--- config.mk ---
export PLATFORM = sky130hd
export DESIGN_NAME = jk_excite_seq
export DESIGN_NICKNAME = d
export VERILOG_FILES = /design/src/rtl/jk_excite_seq.sv
export SDC_FILE = /design/constraint.sdc
export NUM_CORES = 1
export LEC_CHECK = 0
export CORE_UTILIZATION = 48
export CTS_BUF_LIST = sky130_fd_sc_hd__clkbuf_4 sky130_fd_sc_hd__clkbuf_8
export DETAILED_ROUTE_END_ITERATION = 16
export PLACE_DENSITY = 0.82
export SETUP_SLACK_MARGIN = 0.4
export SYNTH_ARGS = -nofsm -noshare
export SYNTH_HDL_FRONTEND = slang
export SYNTH_SLANG_ARGS = --single-unit
--- constraint.sdc ---
create_clock -name clk -period 1.8 [get_ports clk]
set_clock_uncertainty 0.05 [all_clocks]
set_input_delay 0.18 -clock clk [delete_from_list [all_inputs] [get_ports clk]]
set_output_delay 0.18 -clock clk [all_outputs]
set_load 0.05 [all_outputs]
--- src/rtl/jk_excite_seq.sv ---
// jk_excite_seq: accepts a target word, drives one cycle of J/K excitation into a
// master-slave JK bank, then checks the fed-back Q and retries up to MAX_RETRY times.
module jk_excite_seq #(
    parameter int unsigned WIDTH      = 4,
    parameter int unsigned MAX_RETRY  = 3,
    parameter bit          USE_TOGGLE = 1'b1
) (
    input  logic             clk,
    input  logic             rst_n,
    input  logic             tgt_valid,
    input  logic [WIDTH-1:0] tgt_data,
    output logic             tgt_ready,
    output logic [WIDTH-1:0] j,
    output logic [WIDTH-1:0] k,
    input  logic [WIDTH-1:0] q_fb,
    output logic             busy,
    output logic             done,
    output logic             err,
    output logic [WIDTH-1:0] err_mask
);
    localparam int unsigned   CW        = (MAX_RETRY == 0) ? 1 : $clog2(MAX_RETRY + 1);
    localparam logic [CW-1:0] RETRY_LIM = CW'(MAX_RETRY);

    typedef enum logic [1:0] {IDLE, DRIVE, CHECK} state_t;

    state_t           state_q, state_d;
    logic [WIDTH-1:0] tgt_q, tgt_d;
    logic [WIDTH-1:0] j_q, j_d, k_q, k_d;
    logic [WIDTH-1:0] err_mask_q, err_mask_d;
    logic [CW-1:0]    retry_q, retry_d;
    logic             done_q, done_d, err_q, err_d;

    logic [WIDTH-1:0] exc_tgt, diff, exc_j, exc_k;

    // The incoming word is the reference at accept; the latched word on retries.
    always_comb begin
        exc_tgt = (state_q == IDLE) ? tgt_data : tgt_q;
        diff    = q_fb ^ exc_tgt;
        if (USE_TOGGLE) begin
            exc_j = diff;
            exc_k = diff;
        end else begin
            exc_j = diff & exc_tgt;
            exc_k = diff & ~exc_tgt;
        end
    end

    always_comb begin
        state_d    = state_q;
        tgt_d      = tgt_q;
        retry_d    = retry_q;
        j_d        = '0;
        k_d        = '0;
        done_d     = 1'b0;
        err_d      = 1'b0;
        err_mask_d = err_mask_q;
        unique case (state_q)
            IDLE: begin
                if (tgt_valid) begin
                    tgt_d   = tgt_data;
                    retry_d = '0;
                    j_d     = exc_j;
                    k_d     = exc_k;
                    state_d = DRIVE;
                end
            end
            DRIVE: begin
                state_d = CHECK;
            end
            CHECK: begin
                if (q_fb == tgt_q) begin
                    done_d  = 1'b1;
                    state_d = IDLE;
                end else if (retry_q < RETRY_LIM) begin
                    retry_d = retry_q + CW'(1);
                    j_d     = exc_j;
                    k_d     = exc_k;
                    state_d = DRIVE;
                end else begin
                    err_d      = 1'b1;
                    err_mask_d = q_fb ^ tgt_q;
                    state_d    = IDLE;
                end
            end
            default: state_d = IDLE;
        endcase
    end

    always_ff @(posedge clk or negedge rst_n) begin
        if (!rst_n) begin
            state_q    <= IDLE;
            tgt_q      <= '0;
            retry_q    <= '0;
            j_q        <= '0;
            k_q        <= '0;
            done_q     <= 1'b0;
            err_q      <= 1'b0;
            err_mask_q <= '0;
        end else begin
            state_q    <= state_d;
            tgt_q      <= tgt_d;
            retry_q    <= retry_d;
            j_q        <= j_d;
            k_q        <= k_d;
            done_q     <= done_d;
            err_q      <= err_d;
            err_mask_q <= err_mask_d;
        end
    end

    assign tgt_ready = (state_q == IDLE);
    assign busy      = (state_q != IDLE);
    assign j         = j_q;
    assign k         = k_q;
    assign done      = done_q;
    assign err       = err_q;
    assign err_mask  = err_mask_q;
endmodule

* Word level (Yosys, flattened, before mapping)
Index checks and enable logic that the tools add are counted.
Widths: inputs -> output; s select.
** Word-level totals
- Bits of input ports :: 11
- Logic and storage cells :: 43
- Output and inout bits :: 16
- Register bits after elaboration :: 18
** Operators by class
- Equality and inequality tests :: 6
- Add/subtract/negate cells :: 1
- Mux-type cells :: 18
- Reductions and logical operators :: 6
- Bitwise gates (word level) :: 4
- Magnitude comparators :: 1
** Operators by type and width (count)
- $mux 4 :: 4
- $mux 2 :: 4
- $pmux 4 s2 :: 1
- $xor 4x4->4 :: 2
- $mux 1 :: 7
- $ne 2x2->1 const B :: 3
- $pmux 2 s3 :: 1
- $eq 4x4->1 :: 1
- $pmux 2 s2 :: 1
- $reduce_and 4->1 :: 1
- $reduce_bool 2->1 :: 2
- $reduce_and 3->1 :: 1
- $add 2x1->2 const B :: 1
- $eq 2x1->1 const B :: 1
- $eq 2x2->1 const B :: 1
- $logic_not 2->1 :: 1
- $lt 2x2->1 const B :: 1
- $not 1->1 :: 2
- $reduce_and 2->1 :: 1

* Depth between registers and ports, before layout
Gate-level depths: netlist of run 1.
- Word-level depth :: 6
- Gate-level depth with buffers :: 5
- Mapped depth without buffers :: 4

* Worst setup path before layout of run 1
OpenSTA, ideal clock, no wires.
- Path kind :: register to output
- Start point :: register state_q[1]
- End point :: output port busy
- Setup slack :: -275 ps
- Data required time :: 1570 ps
- Path buffers :: 2
- Cell stages (with the launch flop) :: 5
- Arrival :: 1845 ps
- Path through :: dfrtp_1 clkbuf_1 clkbuf_1 nor2_1 inv_1
** On the way
- Cells in the longest elaborated chain, start to end :: 1
** RTL lines
- start, declared :: RTL line 26 : state_t state_q, state_d;
- start signal, assigned :: RTL line 100 : state_q <= state_d;
- $reduce_bool 2->1 :: RTL line 112 : assign busy = (state_q != IDLE);
- end, declared :: RTL line 16 : output logic busy,
No other way between the ends.

* Worst setup path after layout of run 1
- Start point :: register tgt_q[1]
- End point :: register retry_q[0]
** On the way
- Cells in the longest elaborated chain, start to end :: 3
** RTL lines
- start, declared :: RTL line 27 : logic [WIDTH-1:0] tgt_q, tgt_d;
- start signal, assigned :: RTL line 101 : tgt_q <= tgt_d;
- $eq 4x4->1 :: RTL line 71 : if (q_fb == tgt_q) begin
- $ne 2x2->1 (no line)
- $reduce_and 4->1 (no line)
- end signal, assigned :: RTL line 102 : retry_q <= retry_d;
- end, declared :: RTL line 30 : logic [CW-1:0] retry_q, retry_d;
No other way between the ends.
A chain may end at the register's enable or synchronous reset.

==> results of run 1 <==
-- kinds of logic after synthesis --
group,Yosys count,share of synthesized area [%]
AOI/OAI and AO/OA,17,16.0
xor gates and xnor gates,4,3.70
adders and majority gates,1,1.32
buffers and inverters,10,5.55
DFF,18,47.6
muxes,9,12.2
and+or+nand+nor,21,13.7
-- where the power goes --
group	internal, mW	leakage [nW]	switching [mW]
Combinational	0.835	0.450	1.12
Sequential	0.566	0.230	0.147
Clock	0.0778	0.0138	0.123
-- registers in the layout, indices dropped and copies added, names as in the netlist --
| name | cells |
|---|---|
| state_q | 2 |
| retry_q | 2 |
| err_mask | 4 |
| done | 1 |
| k | 4 |
| err | 1 |
| tgt_q | 4 |
-- synthesized netlist by cell type --
master,number
a211oi_1,4
and2_1,1
and3b_1,1
buf_4,4
clkbuf_1,4
dfrtp_1,18
ha_1,1
inv_1,2
mux2_1,4
mux2_4,4
mux2i_1,1
nand2_1,3
nor2_1,2
nor2b_1,1
nor3_1,4
nor3b_1,6
nor4b_1,1
o211ai_1,1
o21a_1,8
o31ai_1,1
o41a_4,1
o41ai_1,1
o41ai_2,1
or3b_1,1
or4_1,1
xor2_1,4
-- layer usage --
metal	up-vias	share of wire [%]
met1	419	41
met2	38	51
met5	-	0
met3	9	4.7
li1	379	-
met4	0	3.0
-- timing repair --
item,CTS,global route
buffers inserted,9,4
gates cloned,0,1
pin swaps,2,8
gates resized for setup,28,37
endpoints found under the setup margin,31,30
-- final timing paths --
path / startpoint / end / cells after the start
min: rst_n / err_mask[1]$_DFFE_PN0P_ / 2
max: tgt_q[1]$_DFFE_PN0P_ / retry_q[0]$_DFFE_PN0P_ / 4
max in group asynchronous: rst_n / retry_q[0]$_DFFE_PN0P_ / 2
min reg2reg: err_mask[2]$_DFFE_PN0P_ / err_mask[2]$_DFFE_PN0P_ / 1
min in group clk: q_fb[1] / k[1]$_DFF_PN0_ / 3
max reg2reg: tgt_q[1]$_DFFE_PN0P_ / retry_q[0]$_DFFE_PN0P_ / 4
-- worst register-to-register path, stage by stage (launching register included) --
cell and delay (ps):
dfrtp_1 420, xor2_2 180, buf_4 170, or4_4 550
o211ai_1 200
-- area by class of cell --
type	instances	area [µm²]	share of cell area [%]
Tap cell	25	31.3	2.08
Multi-Input combinational cell	53	586	38.9
Clock buffer	3	22.5	1.50
Inverter	2	7.51	0.498
Sequential cell	18	453	30.1
Timing Repair Buffer	49	407	27.0
-- per-stage QoR --
stage	cells	utilization, %
after global placement	133	73.3
after detailed placement	133	73.3
after floorplan	80	-
after CTS	145	78.7
after global routing	150	84.5
final	150	84.5
==> reports/qor.csv, run 1 <==
stage;metric;value;unit
sta;post-route-period-util;91.7;%
worst_setup_path;critPathTopFamily;simple AND/OR/NAND/NOR gates;
synthesis;ys_top_cells_by_area;dfrtp_1, mux2_4, o21a_1;
route;via_per_inst;5.63;
floorplan;die-area;2150;µm²
global_route;use_met1;30.6;%
clock_network;clk_path_buf_depth;2;
floorplan;fp-row-count;15;
synthesis;syn-cell-area;947;µm²
layout;drive_above_1_share;54.4;%
layout;nets;139;
synthesis;post-synth-top-area-fraction;47.6;%
flow_run;max-cap-violations;0;
global_route;grt_pass1_wl;3400;µm
place;place_ws;-110;ps
sta;fin_worst_hold_slack;152;ps
clock_network;numCtsBuffers;3;
worst_setup_path;worst-endpoint-required;1940;ps
sta;timing.fmax;0.606;GHz
clock_network;clk-insertion-delay-late;300;ps
sta;worst_pin_slew;485;ps
power;power_leakage;0.694;nW
synthesis;synthCells;80;
place;place_congestion;0.814;
layout;synthToLayoutAreaGrowth;59.0;%
global_route;use_met2;37.2;%
power;ir_drop;1200;µV
worst_setup_path;crit_slowest_cell;or4_4;
worst_hold_path;min_path_type;in2async;
run_status;outcome;completed;
synthesis;syn-num-nets;92;
floorplan;die_h;46.4;µm
worst_setup_path;crit_path_start_kind;register;
worst_setup_path;crit_chain;xor2_2 > buf_4 > or4_4 > o211ai_1;
route;drt_iter0_drc;18;
power;powerDensity;1900;nW/µm²
power;p_total;2.87;mW
route;wl_per_cell;17.7;µm
place;io_buffers;26;
sta;rsz0062_at_grt;true;
floorplan;io_pins;27;
layout;fillerInstances;91;
layout;antennaDiodeCount;0;
clock_network;ctsHoldBuffers;0;
worst_setup_path;crit_arrival;1790;ps
clock_network;clkTransAtPathRegs;110;ps
worst_setup_path;cp_num_buf_inv;1;
worst_setup_path;critPathKind;reg2reg;
global_route;busiest_layer;met2;
layout;fin_area;1510;µm²
layout;final_cell_mix;buf_4, dfrtp_1, clkbuf_2;
place;dp_hpwl;1390;µm
worst_setup_path;path_max_fanout;4;
synthesis;synth-seq-cells;18;
synthesis;yosysTopAreaCell;dfrtp_1;
worst_setup_path;end_kind;register;
layout;layout_commonest_cell;buf_4;
synthesis;syn_area_per_cell;11.8;µm²
clock_network;cts_root_buffer;clkbuf_4;
global_route;grt_pass1_vias;748;
worst_setup_path;regToRegSetupSlack;150;ps
global_route;grt_max_degree;19;
route;dr.pass1.iters;4;
clock_network;clkSinkCount;18;
route;remaining_drc_errors;0;
sta;slew_headroom;67.8;%
route;vias;845;
worst_setup_path;slowest_delay;540;ps
sta;hold_viol;0;
floorplan;die_x;46.4;µm
synthesis;seq_area_frac_synth;47.6;%
global_route;track_usage;23.6;%
floorplan;start_util;53.1;%
sta;slew_violations;0;
global_route;antenna_found_initial;0;
sta;setup_viol;0;
global_route;grt_use_met3;3.92;%
synthesis;synth_cell_types;26;
global_route;grt.overflow.total;0;
clock_network;cts_max_level;1;
route;postRouteWirelength;2650;µm
clock_network;cts_tree;yes;
sta;setup_tns;0;ps
route;ant_nets;0;
sta;period_minus_slack;1650;ps
sta;setup_slack;150;ps
floorplan;core;1780;µm²
place;placed_area;1310;µm²
synthesis;ys_warn_count;0;
(Power assumes the default switching activity.)
==> inputs of run 2 (changes only) <==
Settings changed: REMOVE_ABC_BUFFERS from default to 1.
==> run 2 against run 1 <==
Compared with the run above:
- critical path depth is 1 lower
- final area increased by 0.33%
- first-iteration DRC count shrank 5.6%
- combinational power barely moved
- clock-buffer cell count rose by 1
- sequential cell count unchanged
- global-route usage increased by 0.091 points
- cell count down 1.3%
- wire length rose by 2.9%
- total power rose by 2.1%
- critical path type unchanged
- critical endpoint is now err_mask[3]$_DFFE_PN0P_
==> reports/qor.csv, run 2 (same netlist as run 1, synthesis figures left out) <==
stage;metric;value;unit;change
sta;slew_violations;0;;unchanged
worst_setup_path;crit_path_start_kind;register;;
global_route;antenna_found_initial;0;;unchanged
worst_setup_path;end_kind;register;;
floorplan;die_x;46.4;µm;unchanged
worst_setup_path;path_max_fanout;5;;+1
layout;antennaDiodeCount;0;;unchanged
sta;worst_pin_slew;481;ps;-4.31 ps
worst_setup_path;critPathTopFamily;compound AO/OA/AOI/OAI gates;;
clock_network;cts_root_buffer;clkbuf_4;;
worst_setup_path;reg2regPathDepth;3;;-1
power;p_seq_share;24.4;%;-0.5 points
clock_network;numCtsBuffers;3;;unchanged
place;dp_hpwl;1480;µm;+6.5%
route;drt_iter0_drc;17;;-1
clock_network;clk-insertion-delay-late;310;ps;about the same
floorplan;die_h;46.4;µm;unchanged
clock_network;cts_tree;yes;;
place;place_ws;-83.1;ps;+26.6 ps
floorplan;io_pins;27;;unchanged
layout;layout_commonest_cell;buf_4;;
sta;fin_worst_hold_slack;139;ps;-13.1 ps
global_route;grt_pass1_wl;3550;µm;+4.3%
worst_setup_path;crit_chain;xor2_4 > o41a_4 > mux2_4;;
worst_setup_path;cp_num_buf_inv;0;;-1
sta;slew_headroom;68.1;%;+0.29 points
route;ant_nets;0;;unchanged
clock_network;cts_max_level;1;;unchanged
global_route;track_usage;23.7;%;+0.091 points
sta;timing.fmax;0.607;GHz;about the same
worst_setup_path;cp.depth;3;;-1
power;clock_power_share;9.2;%;+2.2 points
flow_run;max-cap-violations;0;;unchanged
clock_network;clkSinkCount;18;;unchanged
worst_setup_path;worst-endpoint-required;1950;ps;about the same
sta;setup_slack;151;ps;+1.31 ps
clock_network;clk_path_buf_depth;2;;unchanged
layout;nets;136;;-2.2%
worst_setup_path;crit_arrival;1800;ps;about the same
worst_setup_path;slowest_delay;530;ps;about the same
run_status;outcome;completed;;
clock_network;clkTransAtPathRegs;120;ps;about the same
power;ir_drop;1180;µV;-2.0%
route;dr.pass1.iters;4;;unchanged
power;comb_power_share;66.4;%;-1.7 points
layout;synthToLayoutAreaGrowth;59.6;%;
floorplan;start_util;53.1;%;unchanged
power;powerDensity;1940;nW/µm²;+1.8%
route;remaining_drc_errors;0;;unchanged
worst_hold_path;min_path_type;in2async;;
sta;period_minus_slack;1650;ps;-1.31 ps
power;switching_share;47.4;%;-1.0 points
sta;setup_tns;0;ps;unchanged
worst_setup_path;critPathKind;reg2reg;;
floorplan;core;1780;µm²;unchanged
route;via_per_inst;5.82;;+3.4%
sta;hold_viol;0;;unchanged
global_route;grt_pass1_vias;775;;+3.6%
global_route;grt.overflow.total;0;;unchanged
place;place_congestion;0.751;;-7.7%
route;vias;862;;+2.0%
clock_network;ctsHoldBuffers;0;;unchanged
layout;drive_above_1_share;55.3;%;+0.88 points
sta;rsz0062_at_grt;true;;
sta;post-route-period-util;91.6;%;about the same
layout;final_cell_mix;buf_4, dfrtp_1, clkdlybuf4s50_1;;
power;power.switching;1.39;mW;about the same
route;wl_per_cell;18.4;µm;+4.3%
route;postRouteWirelength;2730;µm;+2.9%
layout;post-route-util;84.8;%;+0.28 points
sta;setup_viol;0;;unchanged
power;power_leakage;0.672;nW;-3.1%
place;io_buffers;26;;unchanged
global_route;grt_max_degree;19;;unchanged
worst_setup_path;crit_slowest_cell;o41a_4;;
floorplan;fp-row-count;15;;unchanged
power;internal_power;1.54;mW;+4.1%
floorplan;die-area;2150;µm²;unchanged
-- run 2: changes by cell type in the layout (fill, tap and decap cells not counted), moves of 2 or more --
cell	before	now
clkbuf_2	11	5
nor3b_1	2	4
mux2_1	2	0
clkdlybuf4s50_1	8	10
clkdlybuf4s15_2	1	8
dlygate4sd2_1	2	0
mux2_4	6	8
buf_4	21	17
-- run 2: layout make-up --
cell class                 count  area [µm²]
clock buffer                   4        36.3
fill                          84         272
inverter                       2        7.51
multi-input combinational     53         556
sequential                    18         454
tap                           25        31.3
timing repair buffer          46         427
-- run 2: repair_timing --
item	in CTS	in global routing
resized for setup	48	20
hold endpoints to repair	0	0
setup endpoints to repair	33	24
pin swaps	9	8
gates cloned	1	0
setup buffers	8	4
-- run 2: path summary, 6_finish.rpt --
check	slack, ps	end	startpoint
worst min-delay path	140	k[3]$_DFF_PN0_	rst_n
worst max register to register	150	err_mask[3]$_DFFE_PN0P_	tgt_q[2]$_DFFE_PN0P_
min in group clk	460	tgt_q[1]$_DFFE_PN0P_	tgt_data[1]
max in group asynchronous	1340	state_q[1]$_DFFE_PN0P_	rst_n
worst max-delay path	150	err_mask[3]$_DFFE_PN0P_	tgt_q[2]$_DFFE_PN0P_
worst min register to register	480	err_mask[0]$_DFFE_PN0P_	err_mask[0]$_DFFE_PN0P_
-- run 2: routing by layer --
metal	share of wire (%)	vias up	global-route usage (%)
met4	1.7	0	11.8
met5	0	-	0
met3	6.5	10	3.14
met2	49	55	39.4
li1	-	375	-
met1	42	422	29.5
-- run 2: worst reg2reg max path, delay by kind of cell (launching register included) --
kind            cells  cell delay, ps
compound gates      1             530
flops               1             470
mux                 1             310
xor+xnor            1             190
-- run 2: through the flow --
step	area, µm²	power, mW	cells
after global placement	1270	2.18	131
after floorplan	902	1.65	72
after global routing	1510	3.04	148
after detailed placement	1270	2.22	131
after CTS	1440	2.66	144
final	1510	2.93	148
-- run 2: power groups by stage --
stage,registers (mW),logic [mW],clock network (mW)
6_report,0.714,1.94,0.269
5_1_grt,0.729,2.03,0.289
4_1_cts,0.687,1.71,0.261
3_5_place_dp,0.707,1.51,0
3_3_place_gp,0.696,1.48,0
2_1_floorplan,1.08,0.571,0
